### config.mk
export PLATFORM = sky130hd
export DESIGN_NAME = read_sector_scheduler
export DESIGN_NICKNAME = d
export VERILOG_FILES = /design/src/rtl/read_sector_scheduler.sv
export SDC_FILE = /design/constraint.sdc
export NUM_CORES = 1
export LEC_CHECK = 0
export CAP_MARGIN = 20
export CORE_MARGIN = 2
export CORE_UTILIZATION = 40
export CTS_CLUSTER_SIZE = 40
export DETAILED_ROUTE_END_ITERATION = 7
export PLACE_DENSITY = 0.67
export SLEW_MARGIN = 20
export SYNTH_ARGS = -nofsm -noshare
export SYNTH_HDL_FRONTEND = slang
export SYNTH_SLANG_ARGS = --single-unit
### constraint.sdc
create_clock -name csr_aclk -period 8 [get_ports csr_aclk]
set_input_delay 1.6 -clock csr_aclk [delete_from_list [all_inputs] [get_ports csr_aclk]]
set_output_delay 1.6 -clock csr_aclk [all_outputs]
set_load 0.005 [all_outputs]
### src/rtl/read_sector_scheduler.sv
// Per-sector fetch controller: launches a buffer read lead_cycles ahead
// of each sector and streams the returned bytes out with tid/tlast.
//
// Ports:
//   csr_aclk, csr_areset     clock, async active-high reset
//   enable, abort            launch gate, in-flight cancel pulse
//   sectors_per_track,
//   sector_bytes,
//   lead_cycles,
//   buffer_base,
//   sector_stride            geometry and timing configuration
//   sector_number,
//   cycle_count              rotational position
//   mem_req/addr/len/ack     read request handshake
//   mem_t*                   returned byte stream
//   parallel_t*              output byte stream to the read datapath
//   busy, launched_count,
//   skipped_count            status
module read_sector_scheduler #(
  parameter int ADDR_W = 32
) (
  input  logic              csr_aclk,
  input  logic              csr_areset,
  input  logic              enable,
  input  logic              abort,
  input  logic [7:0]        sectors_per_track,
  input  logic [15:0]       sector_bytes,
  input  logic [31:0]       lead_cycles,
  input  logic [ADDR_W-1:0] buffer_base,
  input  logic [15:0]       sector_stride,
  input  logic [7:0]        sector_number,
  input  logic [31:0]       cycle_count,
  output logic              mem_req,
  output logic [ADDR_W-1:0] mem_addr,
  output logic [15:0]       mem_len,
  input  logic              mem_ack,
  input  logic              mem_tvalid,
  output logic              mem_tready,
  input  logic [7:0]        mem_tdata,
  output logic              parallel_tvalid,
  input  logic              parallel_tready,
  output logic [7:0]        parallel_tdata,
  output logic              parallel_tlast,
  output logic [7:0]        parallel_tid,
  output logic              busy,
  output logic [15:0]       launched_count,
  output logic [15:0]       skipped_count
);

  typedef enum logic [1:0] {
    IDLE,
    REQ,
    STREAM
  } state_t;

  state_t state, state_nxt;

  logic        cc_eq;
  logic        cc_eq_q;
  logic        trig;
  logic        id_ok;
  logic        bytes_ok;
  logic        launch;
  logic        skip;
  logic        mem_hs;
  logic        last_beat;
  logic [7:0]  id_q;
  logic [15:0] cnt_q;
  logic [23:0] prod;

  // Edge-qualified so a stalled cycle_count fires only once.
  assign cc_eq    = (cycle_count == lead_cycles);
  assign trig     = cc_eq && !cc_eq_q && !abort;
  assign id_ok    = (sector_number < sectors_per_track);
  assign bytes_ok = (sector_bytes != 16'd0);
  assign launch   = trig && enable && id_ok
                  && bytes_ok && (state == IDLE);
  assign skip     = trig && enable && bytes_ok
                  && ((state != IDLE) || !id_ok);

  assign prod = 24'(sector_number) * 24'(sector_stride);

  assign mem_req    = (state == REQ);
  assign busy       = (state != IDLE);
  assign mem_tready = (state == STREAM)
                    && (!parallel_tvalid || parallel_tready);
  assign mem_hs     = mem_tvalid && mem_tready;
  assign last_beat  = mem_hs && (cnt_q == 16'd1);

  always_ff @(posedge csr_aclk or posedge csr_areset) begin
    if (csr_areset) begin
      state <= IDLE;
    end else begin
      state <= state_nxt;
    end
  end

  always_comb begin
    state_nxt = state;
    if (abort) begin
      state_nxt = IDLE;
    end else begin
      unique case (state)
        IDLE:    if (launch)    state_nxt = REQ;
        REQ:     if (mem_ack)   state_nxt = STREAM;
        STREAM:  if (last_beat) state_nxt = IDLE;
        default:                state_nxt = IDLE;
      endcase
    end
  end

  always_ff @(posedge csr_aclk or posedge csr_areset) begin
    if (csr_areset) begin
      cc_eq_q         <= 1'b0;
      id_q            <= '0;
      cnt_q           <= '0;
      mem_addr        <= '0;
      mem_len         <= '0;
      launched_count  <= '0;
      skipped_count   <= '0;
      parallel_tvalid <= 1'b0;
      parallel_tdata  <= '0;
      parallel_tlast  <= 1'b0;
      parallel_tid    <= '0;
    end else begin
      cc_eq_q <= cc_eq;
      if (launch) begin
        id_q           <= sector_number;
        mem_addr       <= buffer_base + ADDR_W'(prod);
        mem_len        <= sector_bytes;
        cnt_q          <= sector_bytes;
        launched_count <= launched_count + 16'd1;
      end
      if (skip) begin
        skipped_count <= skipped_count + 16'd1;
      end
      if (abort) begin
        cnt_q           <= '0;
        parallel_tvalid <= 1'b0;
      end else if (mem_hs) begin
        parallel_tvalid <= 1'b1;
        parallel_tdata  <= mem_tdata;
        parallel_tid    <= id_q;
        parallel_tlast  <= (cnt_q == 16'd1);
        cnt_q           <= cnt_q - 16'd1;
      end else if (parallel_tready) begin
        parallel_tvalid <= 1'b0;
      end
    end
  end

endmodule

# Word level (Yosys, flattened, before mapping)
# Index checks and enable logic that the tools add are counted.
[word_totals]
register_bits = 125
output_inout_bits = 101
[op_classes]
addsub = 4
multipliers = 1
magnitude_cmp = 1
n_eq_ne = 7
muxes = 11
n_bitwise = 1
reduce_logical = 24
[ops]
columns = ["op", "n"]
rows = [
  ["2-to-1 mux 16 bit", 3],
  ["adder 16 x 1 -> 16 bit (second input constant)", 2],
  ["adder 32 x 24 -> 32 bit", 1],
  ["equality test 32 bit", 1],
  ["multiplier 8 x 16 -> 24 bit", 1],
  ["equality test 16 x 1 -> 1 bit (second input constant)", 1],
  ["nonzero test 16 bit", 1],
  ["subtractor 16 x 1 -> 16 bit (second input constant)", 1],
  ["logical AND 1 bit", 11],
  ["< comparator 8 bit", 1],
  ["2-to-1 mux 2 bit", 4],
  ["inequality test 3 bit (second input constant)", 2],
  ["case mux 2 bit (3 select lines)", 1],
  ["nonzero test 3 bit", 2],
  ["logical NOT 1 bit", 4],
  ["2-to-1 mux 1 bit", 3],
  ["inequality test 3 x 2 -> 1 bit (second input constant)", 1],
  ["AND reduction 3 bit", 1],
  ["equality test 2 x 1 -> 1 bit (second input constant)", 1],
  ["equality test 2 bit (second input constant)", 1],
  ["logical NOT 2 bit", 1],
  ["logical OR 1 bit", 2],
  ["AND reduction 2 bit", 1],
  ["nonzero test 2 bit", 1],
  ["inverter 1 bit", 1],
]

# Logic depth before layout (Yosys ltp)
# Gate-level depths: netlist (run 1).
[depth]
ltp_word = 10
ltp_mapped = 20
ltp_nobuf = 18

# Worst setup path after synthesis (run 1)
# Ideal clock, no wire load.
[synth_timing]
kind = "input to register"
start = "input port sector_number[1]"
end = "register mem_addr[27]"
setup_time_ps = 126
arrival_ps = 6226
setup_slack_ps = 1648
path_stages = 18
path_buffers = 2
cell_sequence = "clkbuf_1 -> clkbuf_1 -> nand2_1 -> fa_1 -> inv_1 -> fa_1 -> fa_1 -> inv_1 -> fa_1 -> inv_1 -> ha_1 -> a21o_1 -> a21oi_1 -> a21oi_1 -> o211ai_1 -> a2111oi_2 -> o21ai_0 -> a221o_1"
[synth_via]
elab_chain_cells = 4
word_cells_on_any_way = 6
[synth_rtl]
columns = ["element", "line_no", "text"]
rows = [
  ["start, declared", "31", "input logic [7:0] sector_number,"],
  ["branches (longest 4 deep; another with adder 32 x 24 -> 32 bit)", "-", ""],
  ["end signal, assigned", "129", "mem_addr <= buffer_base + ADDR_W'(prod);"],
  ["end, declared", "34", "output logic [ADDR_W-1:0] mem_addr,"],
]
# Parallel ways; which one is timed is not known.
# A chain may end at the register's enable or synchronous reset.

# Worst setup path after layout (run 1)
[layout_timing]
start = "input port sector_number[5]"
end = "register mem_addr[28]"
# The elaborated chain is that of the path after synthesis.

==> metrics.md, run 1 <==
| Metric | Value |
|---|---|
| Status | `completed` |
| CP Launch Type | `input port` |
| Max-Cap Viols | `0` |
| Power Density | `211.5 nW/um^2` |
| 1st-iter DRT viols | `roughly 600` |
| Max Slew Vio Count | `0` |
| Sequential cell area | `about 3100 um^2` |
| Comb pwr share | `between 50 and 60%` |
| Critical path class | `in -> reg` |
| Yosys reg bits | `125` |
| Post-synthesis cell type count | `65` |
| H-tree depth | `4` |
| Leakage power | `approximately 6.9 nW` |
| CTS Buf Count | `17` |
| Top_reg_cell synth | `dfrtp_1` |
| Routability congestion estimate | `0.8341` |
| Tcrit/Tclk final | `between 80 and 90%` |
| Clock Path Buffers | `2` |
| Initial antenna violation count | `4` |
| Skew final | `0.01120 ns` |
| Tmin final | `between 7 and 8 ns` |
| VDD IR max | `around 0.00018 V` |
| Instance area at placement | `~14000 um^2` |
| Yosys warning total | `0` |
| Largest net degree at the start of global routing | `between 90 and 100` |
| DRC | `0` |
| Final setup TNS | `0 ns` |
| Area of the multi-input gates | `slightly below 7000 um^2` |
| Net Switching | `around 1.3 mW` |
| Worst reg2reg startpoint | `state[0]` |
| Max Clk Rate | `142.1 MHz` |
| Post-synthesis sequential area ratio | `~29%` |
| Final core occ | `53.71%` |
| Avg Vias per Cell | `5.077` |
| Detail Route Antenna Nets | `0` |
| DIE AREA | `about 28000 um^2` |
| DIE WIDTH | `between 150 and 200 um` |
| Clock power share | `about a quarter` |
| Int Power | `1.779 mW` |
| Switching fraction of total power | `between 40% and 50%` |
| GR met3 Demand/Resource | `under 10%` |
| Drt pass-1 iters | `5` |
| Row Count | `60` |
| Final layout net count | `roughly 1700` |
| Layout fillers | `2451` |
| Port bufs | `between 200 and 300` |
| Routed WL per cell | `16.57 um` |
| Mapped Area | `between 10000 and 15000 um^2` |
| Die Y | `between 150 and 200 um` |
| Post-DP HPWL | `between 20000 and 25000 um` |
| Crit path launch | `sector_number[5]` |
| Worst path required time | `between 8 and 9 ns` |
| Hold_sp | `mem_len[0]` |
| Post-CTS Setup Repair Bufs | `0` |
| Total gr overflow | `0` |
| Number of synthesized flops with an enable pin | `0` |
| Worst-Skew Late Latency | `about 0.42 ns` |
| Async SR Flop Fraction | `100.0%` |
| Sequential share of power | `about a fifth` |
| Setup violators final | `0` |
| Fin. Hold Viols | `0` |
| M1 GR Usage | `between 20% and 30%` |
| # resized after CTS | `0` |
| Clock sinks | `125` |
| WL final | `29480 um` |
| GR peak layer | `met2` |
| RSZ-0062 raised after global routing | `false` |
| Hold crit path type | `reg -> reg` |
| Vias | `~9000` |
| CP Capture Type | `register` |
| CTS Hold Bufs | `0` |
| Avg Cell Area, Syn | `9.231 um^2` |
| Root buf cell | `clkbuf_16` |
| Worst-Margin Slew | `between 0.9 and 1 ns` |
| CTS tree | `built` |
| Synthesized instance count | `between 1000 and 1500` |
| Met2 GRT Util | `between 30 and 40%` |
| Critical path arrival | `roughly 7.4 ns` |
| Vias in the first global route | `9339` |
| Cell area after layout | `between 10000 and 15000 um^2` |
| Core ar. | `roughly 27000 um^2` |
| Relative slew slack | `between 30% and 40%` |
| CTS clk-pin slew, worst paths | `~0.07 ns` |
| Total I/O pin count | `260` |
| Fraction of layout cells with a size suffix above 1 | `under 10%` |
| Starting Density | `between 40% and 50%` |
| First-pass GRT wire length | `a little under 50000 um` |
| Synthesized Nets | `1497` |
| Global Route Usage Sum | `a little over a fifth` |
| Crit-path max FO | `18` |
| Area delta synth->final | `32.68%` |
synth_stat cells, drive strengths merged (10+ instances only):
| cell type | n | area share [%] |
|---|---|---|
| fa | 106 | 20 |
| nor2 | 36 | 1.3 |
| nand2 | 195 | 6.8 |
| xnor2 | 31 | 2.5 |
| nand3 | 31 | 1.4 |
| buf | 15 | 0.80 |
| o21ai | 41 | 1.9 |
| mux2 | 17 | 1.8 |
| inv | 178 | 6.2 |
| and2 | 79 | 4.6 |
| dfrtp | 125 | 29 |
| ha | 60 | 6.9 |
| or3 | 10 | 0.58 |
| nor4 | 16 | 1.1 |
| clkbuf | 20 | 0.69 |
| a21oi | 26 | 1.2 |
| nand4 | 11 | 0.64 |
| a31oi | 17 | 0.98 |
| xor2 | 44 | 3.6 |
| a21o | 13 | 0.90 |
area by class of cell:
cell class,instances,share of cell area [%]
diodes,1,0.01743
repair buffers,268,18.53
clock inverters,13,1.081
flip-flops and latches,125,21.79
clock buffers,19,3.086
inverters,178,4.672
multi-input cells,834,47.85
well taps,341,2.972
worst paths after layout:
| path | slack (ns) | cells after the start | to |
|---|---|---|---|
| max in group asynchronous | 4.98 | 3 | mem_addr[10] |
| min in group asynchronous | 1.65 | 2 | mem_len[8] |
| worst min register to register | 0.48 | 2 | mem_len[0] |
| worst max register to register | 4.43 | 6 | mem_addr[19] |
| worst max-delay path | 0.96 | 16 | mem_addr[28] |
| worst min-delay path | 0.48 | 2 | mem_len[0] |
critical path, stage by stage:
cell	delay, ns
clkdlybuf4s50_1	0.93
nand2_1	0.17
fa_1	0.50
fa_1	0.55
inv_1	0.05
fa_1	0.53
inv_1	0.05
fa_1	0.55
inv_1	0.05
ha_1	0.35
a21o_1	0.23
o41ai_1	0.58
a21oi_1	0.34
a311oi_1	0.53
o21ai_0	0.17
a31oi_1	0.19
registers in the layout, indices dropped and copies added (netlist names):
| name | count |
|---|---|
| mem_len | 16 |
| cnt_q | 16 |
| cc_eq_q | 1 |
| parallel_tvalid | 1 |
| parallel_tlast | 1 |
| skipped_count | 16 |
| parallel_tdata | 8 |
| mem_addr | 32 |
| state | 2 |
| launched_count | 16 |
| parallel_tid | 8 |
| id_q | 8 |
cell families (layout without fill, tap and decap cells):
family / count (synthesis) / after routing / synth area share, %
buffers and inverters: 213 / 478 / 7.667
and+or+nand+nor: 422 / 422 / 19.36
xor gates and xnor gates: 75 / 75 / 6.071
muxes: 17 / 17 / 1.769
adders and majority gates: 166 / 166 / 26.55
other: 0 / 1 / 0
AOI/OAI and AO/OA: 154 / 154 / 9.668
DFF: 125 / 125 / 28.91
layer usage:
layer	share of wire (%)	up-vias
li1	-	4315
met1	43	4435
met2	49	229
met3	5.5	47
met4	2.4	6
met5	0.13	-
per-stage QoR:
step	power (mW)	setup WS (ns)	hold WS, ns	instances
6_report	3.036	0.9642	0.4755	1779
2_1_floorplan	1.834	1.648	0.4401	1172
3_5_place_dp	2.273	0.5507	0.4613	1746
3_3_place_gp	2.251	0.6930	0.4539	1746
4_1_cts	3.079	0.9994	0.4779	1778
5_1_grt	3.311	0.5880	0.4911	1778
cell usage in the layout, fill, tap and decap left out, types with 10 or more instances in the layout:
cell             netlist  final
xnor2_1               31     31
fa_1                 106    106
nand4_1               11     11
xor2_1                44     44
nor2_1                35     35
inv_1                178    177
nor4_1                15     15
o21ai_0               25     25
ha_1                  60     60
and2_1                79     79
nand3_1               31     31
a21o_1                13     13
a31oi_1               17     17
dfrtp_1              125    125
clkbuf_16              0     17
mux2_2                17     17
clkdlybuf4s50_1        0    259
a21oi_1               26     26
nand2_1              195    194
or3_1                 10     10
o21ai_1               16     16
power by group through the flow:
| stage | Sequential [mW] | Combinational [mW] | Clock [mW] |
|---|---|---|---|
| floorplan | 0.644 | 1.19 | 0 |
| global placement | 0.644 | 1.61 | 0 |
| detailed placement | 0.644 | 1.63 | 0 |
| CTS | 0.632 | 1.64 | 0.810 |
| global route | 0.632 | 1.84 | 0.839 |
| finish | 0.632 | 1.61 | 0.796 |
No activity file was read; power rests on OpenSTA's default activity.
==> run 2, diff against run 1 <==
SLEW_MARGIN = unset   (was 20)
==> results of run 2 <==
No change in the layout: final DEF, timing and power equal those of run 1.
==> run 3, diff against run 2 <==
MAX_ROUTING_LAYER = met4   (was unset)
==> run 3 against run 2 <==
Hold slack worse by 0.0016 ns; register-to-register slack improved by 0.03 ns; combinational power about the same; maximum frequency is 0.11% lower; routed wire length increased by 0.14%; critical endpoint unchanged; clock power about the same; sequential cell count stayed put; critical path depth is the same; core utilization about the same; count of clock-buffer cells in the layout unchanged.
==> metrics.md, run 3 (synthesis results as in run 1) <==
| Metric | Value |
|---|---|
| Max Slew Vio Count | `0 (unchanged)` |
| Leakage power | `6.908 nW (about the same)` |
| CP cell instances | `clkdlybuf4s50_1 -> nand2_1 -> fa_1 -> fa_1 -> inv_1 -> fa_1 -> inv_1 -> fa_1 -> inv_1 -> ha_1 -> a21o_1 -> o41ai_1 -> a21oi_1 -> a311oi_1 -> o21ai_0 -> a31oi_1` |
| CTS Hold Bufs | `0 (unchanged)` |
| Global Route Usage Sum | `22.28% (+0.65 points)` |
| Core ar. | `26730 um^2 (unchanged)` |
| Port bufs | `259 (unchanged)` |
| Worst-Margin Slew | `0.9749 ns (+0.008867 ns)` |
| Status | `completed` |
| Top reg by flops | `mem_addr` |
| Post-DP HPWL | `23210 um (unchanged)` |
| CTS Buf Count | `17 (unchanged)` |
| Worst-Skew Late Latency | `0.42 ns (about the same)` |
| DIE WIDTH | `168.5 um (unchanged)` |
| Post-CTS Setup Repair Bufs | `0 (unchanged)` |
| Max Clk Rate | `142.0 MHz (-0.11%)` |
| CTS clk-pin slew, worst paths | `0.07 ns (about the same)` |
| Clock sinks | `125 (unchanged)` |
| WL final | `29520 um (+0.14%)` |
| Cell area after layout | `14360 um^2 (about the same)` |
| Routability congestion estimate | `0.8469 (+1.5%)` |
| Fraction of layout cells with a size suffix above 1 | `5.010% (unchanged)` |
| First-pass GRT wire length | `48570 um (-0.11%)` |
| Avg Vias per Cell | `5.063 (-0.28%)` |
| Worst path required time | `8.34 ns (about the same)` |
| WP buf/inv | `4 (unchanged)` |
| Initial antenna violation count | `4 (unchanged)` |
| Total I/O pin count | `260 (unchanged)` |
| Root buf cell | `clkbuf_16` |
| DIE AREA | `28380 um^2 (unchanged)` |
| Total gr overflow | `0 (unchanged)` |
| Drt pass-1 iters | `5 (unchanged)` |
| # resized after CTS | `0 (unchanged)` |
| Family with the most delay on the worst path | `adder cells` |
| Final setup TNS | `0 ns (unchanged)` |
| VDD IR max | `0.0001780 V (-0.28%)` |
| H-tree depth | `4 (unchanged)` |
| Fin worst setup slack | `0.9563 ns (-0.007963 ns)` |
| Starting Density | `40.48% (unchanged)` |
| Final core occ | `53.74% (about the same)` |
| Worst path most repeated cell | `fa_1` |
| Instance area at placement | `13750 um^2 (unchanged)` |
| Max stage delay on crit path | `0.93 ns (about the same)` |
| Crit-path max FO | `18 (unchanged)` |
| CTS tree | `built` |
| DRC | `0 (unchanged)` |
| Hold crit path type | `reg -> reg` |
| Area delta synth->final | `32.75% (about the same)` |
| Critical path arrival | `7.38 ns (about the same)` |
| Clock Path Buffers | `2 (unchanged)` |
| Setup violators final | `0 (unchanged)` |
| Final layout net count | `1749 (unchanged)` |
| Power Density | `211.4 nW/um^2 (about the same)` |
| Tcrit/Tclk final | `88.05% (+0.10 points)` |
| Critical path class | `in -> reg` |
| Die Y | `168.5 um (unchanged)` |
| Row Count | `60 (unchanged)` |
| Slowest-stage cell, CP | `clkdlybuf4s50_1` |
| 1st-iter DRT viols | `579 (-3.8%)` |
| CP Capture Type | `register` |
| RSZ-0062 raised after global routing | `false` |
| Largest net degree at the start of global routing | `93 (unchanged)` |
| Tmin final | `7.044 ns (+0.007963 ns)` |
| Leading cell types in the layout, fill and taps excluded | `clkdlybuf4s50_1, nand2_1, inv_1` |
| Post-place setup slack | `0.5507 ns (unchanged)` |
| Detail Route Antenna Nets | `0 (unchanged)` |
| Relative slew slack | `34.95% (-0.59 points)` |
| CP Launch Type | `input port` |
| Skew final | `0.01233 ns (+0.001121 ns)` |
| Vias in the first global route | `9327 (-0.13%)` |
| Vias | `9022 (-0.11%)` |
| Max-Cap Viols | `0 (unchanged)` |
| Routed WL per cell | `16.57 um (about the same)` |
| Max reg flops | `32 (unchanged)` |
| Fin. Hold Viols | `0 (unchanged)` |
| Most common cell after layout, fill and taps aside | `clkdlybuf4s50_1` |
-- run 3: power breakdown --
group          switching [mW]  internal [mW]  total (mW)
combinational           0.937          0.672        1.61
clock                   0.320          0.475       0.795
sequential      0.00000000120          0.632       0.632
-- run 3: area by class of cell --
cell class,instances,area [um^2]
Fill cell,2450,12360
Sequential cell,125,3128
Timing Repair Buffer,268,2660
Clock inverter,13,155.1
Clock buffer,19,442.9
Antenna cell,4,10.01
Tap cell,341,426.7
Multi-Input combinational cell,834,6869
Inverter,178,670.6
-- run 3: per-stage QoR --
step	instances	hold slack (ns)	total power, mW
3_5_place_dp	1746	0.4613	2.273
3_3_place_gp	1746	0.4539	2.251
2_1_floorplan	1172	0.4401	1.834
5_1_grt	1782	0.4911	3.312
4_1_cts	1778	0.4779	3.079
6_report	1782	0.4739	3.037
-- run 3: path summary, 6_finish.rpt --
| kind | to | start | slack [ns] | depth (start not counted) |
|---|---|---|---|---|
| max in group asynchronous | launched_count[15] | csr_areset | 4.97 | 3 |
| max reg2reg | mem_addr[19] | state[0] | 4.46 | 6 |
| min reg2reg | mem_len[0] | mem_len[0] | 0.47 | 2 |
| min | mem_len[0] | mem_len[0] | 0.47 | 2 |
| min in group asynchronous | mem_len[6] | csr_areset | 1.65 | 2 |
| max | mem_addr[28] | sector_number[5] | 0.96 | 16 |
-- run 3: layer usage --
metal	vias up	wire length, um	GRT usage, %
li1	4316	-	-
met1	4432	12770	28.43
met2	226	14480	35.96
met3	48	1531	4.629
met4	0	739	6.672
met5	-	0	-
-- run 3: tightest hold or removal path, delay by kind of cell (launching register included) --
kind	cells	cell delay, ns
flops	1	0.34
simple gates	2	0.10
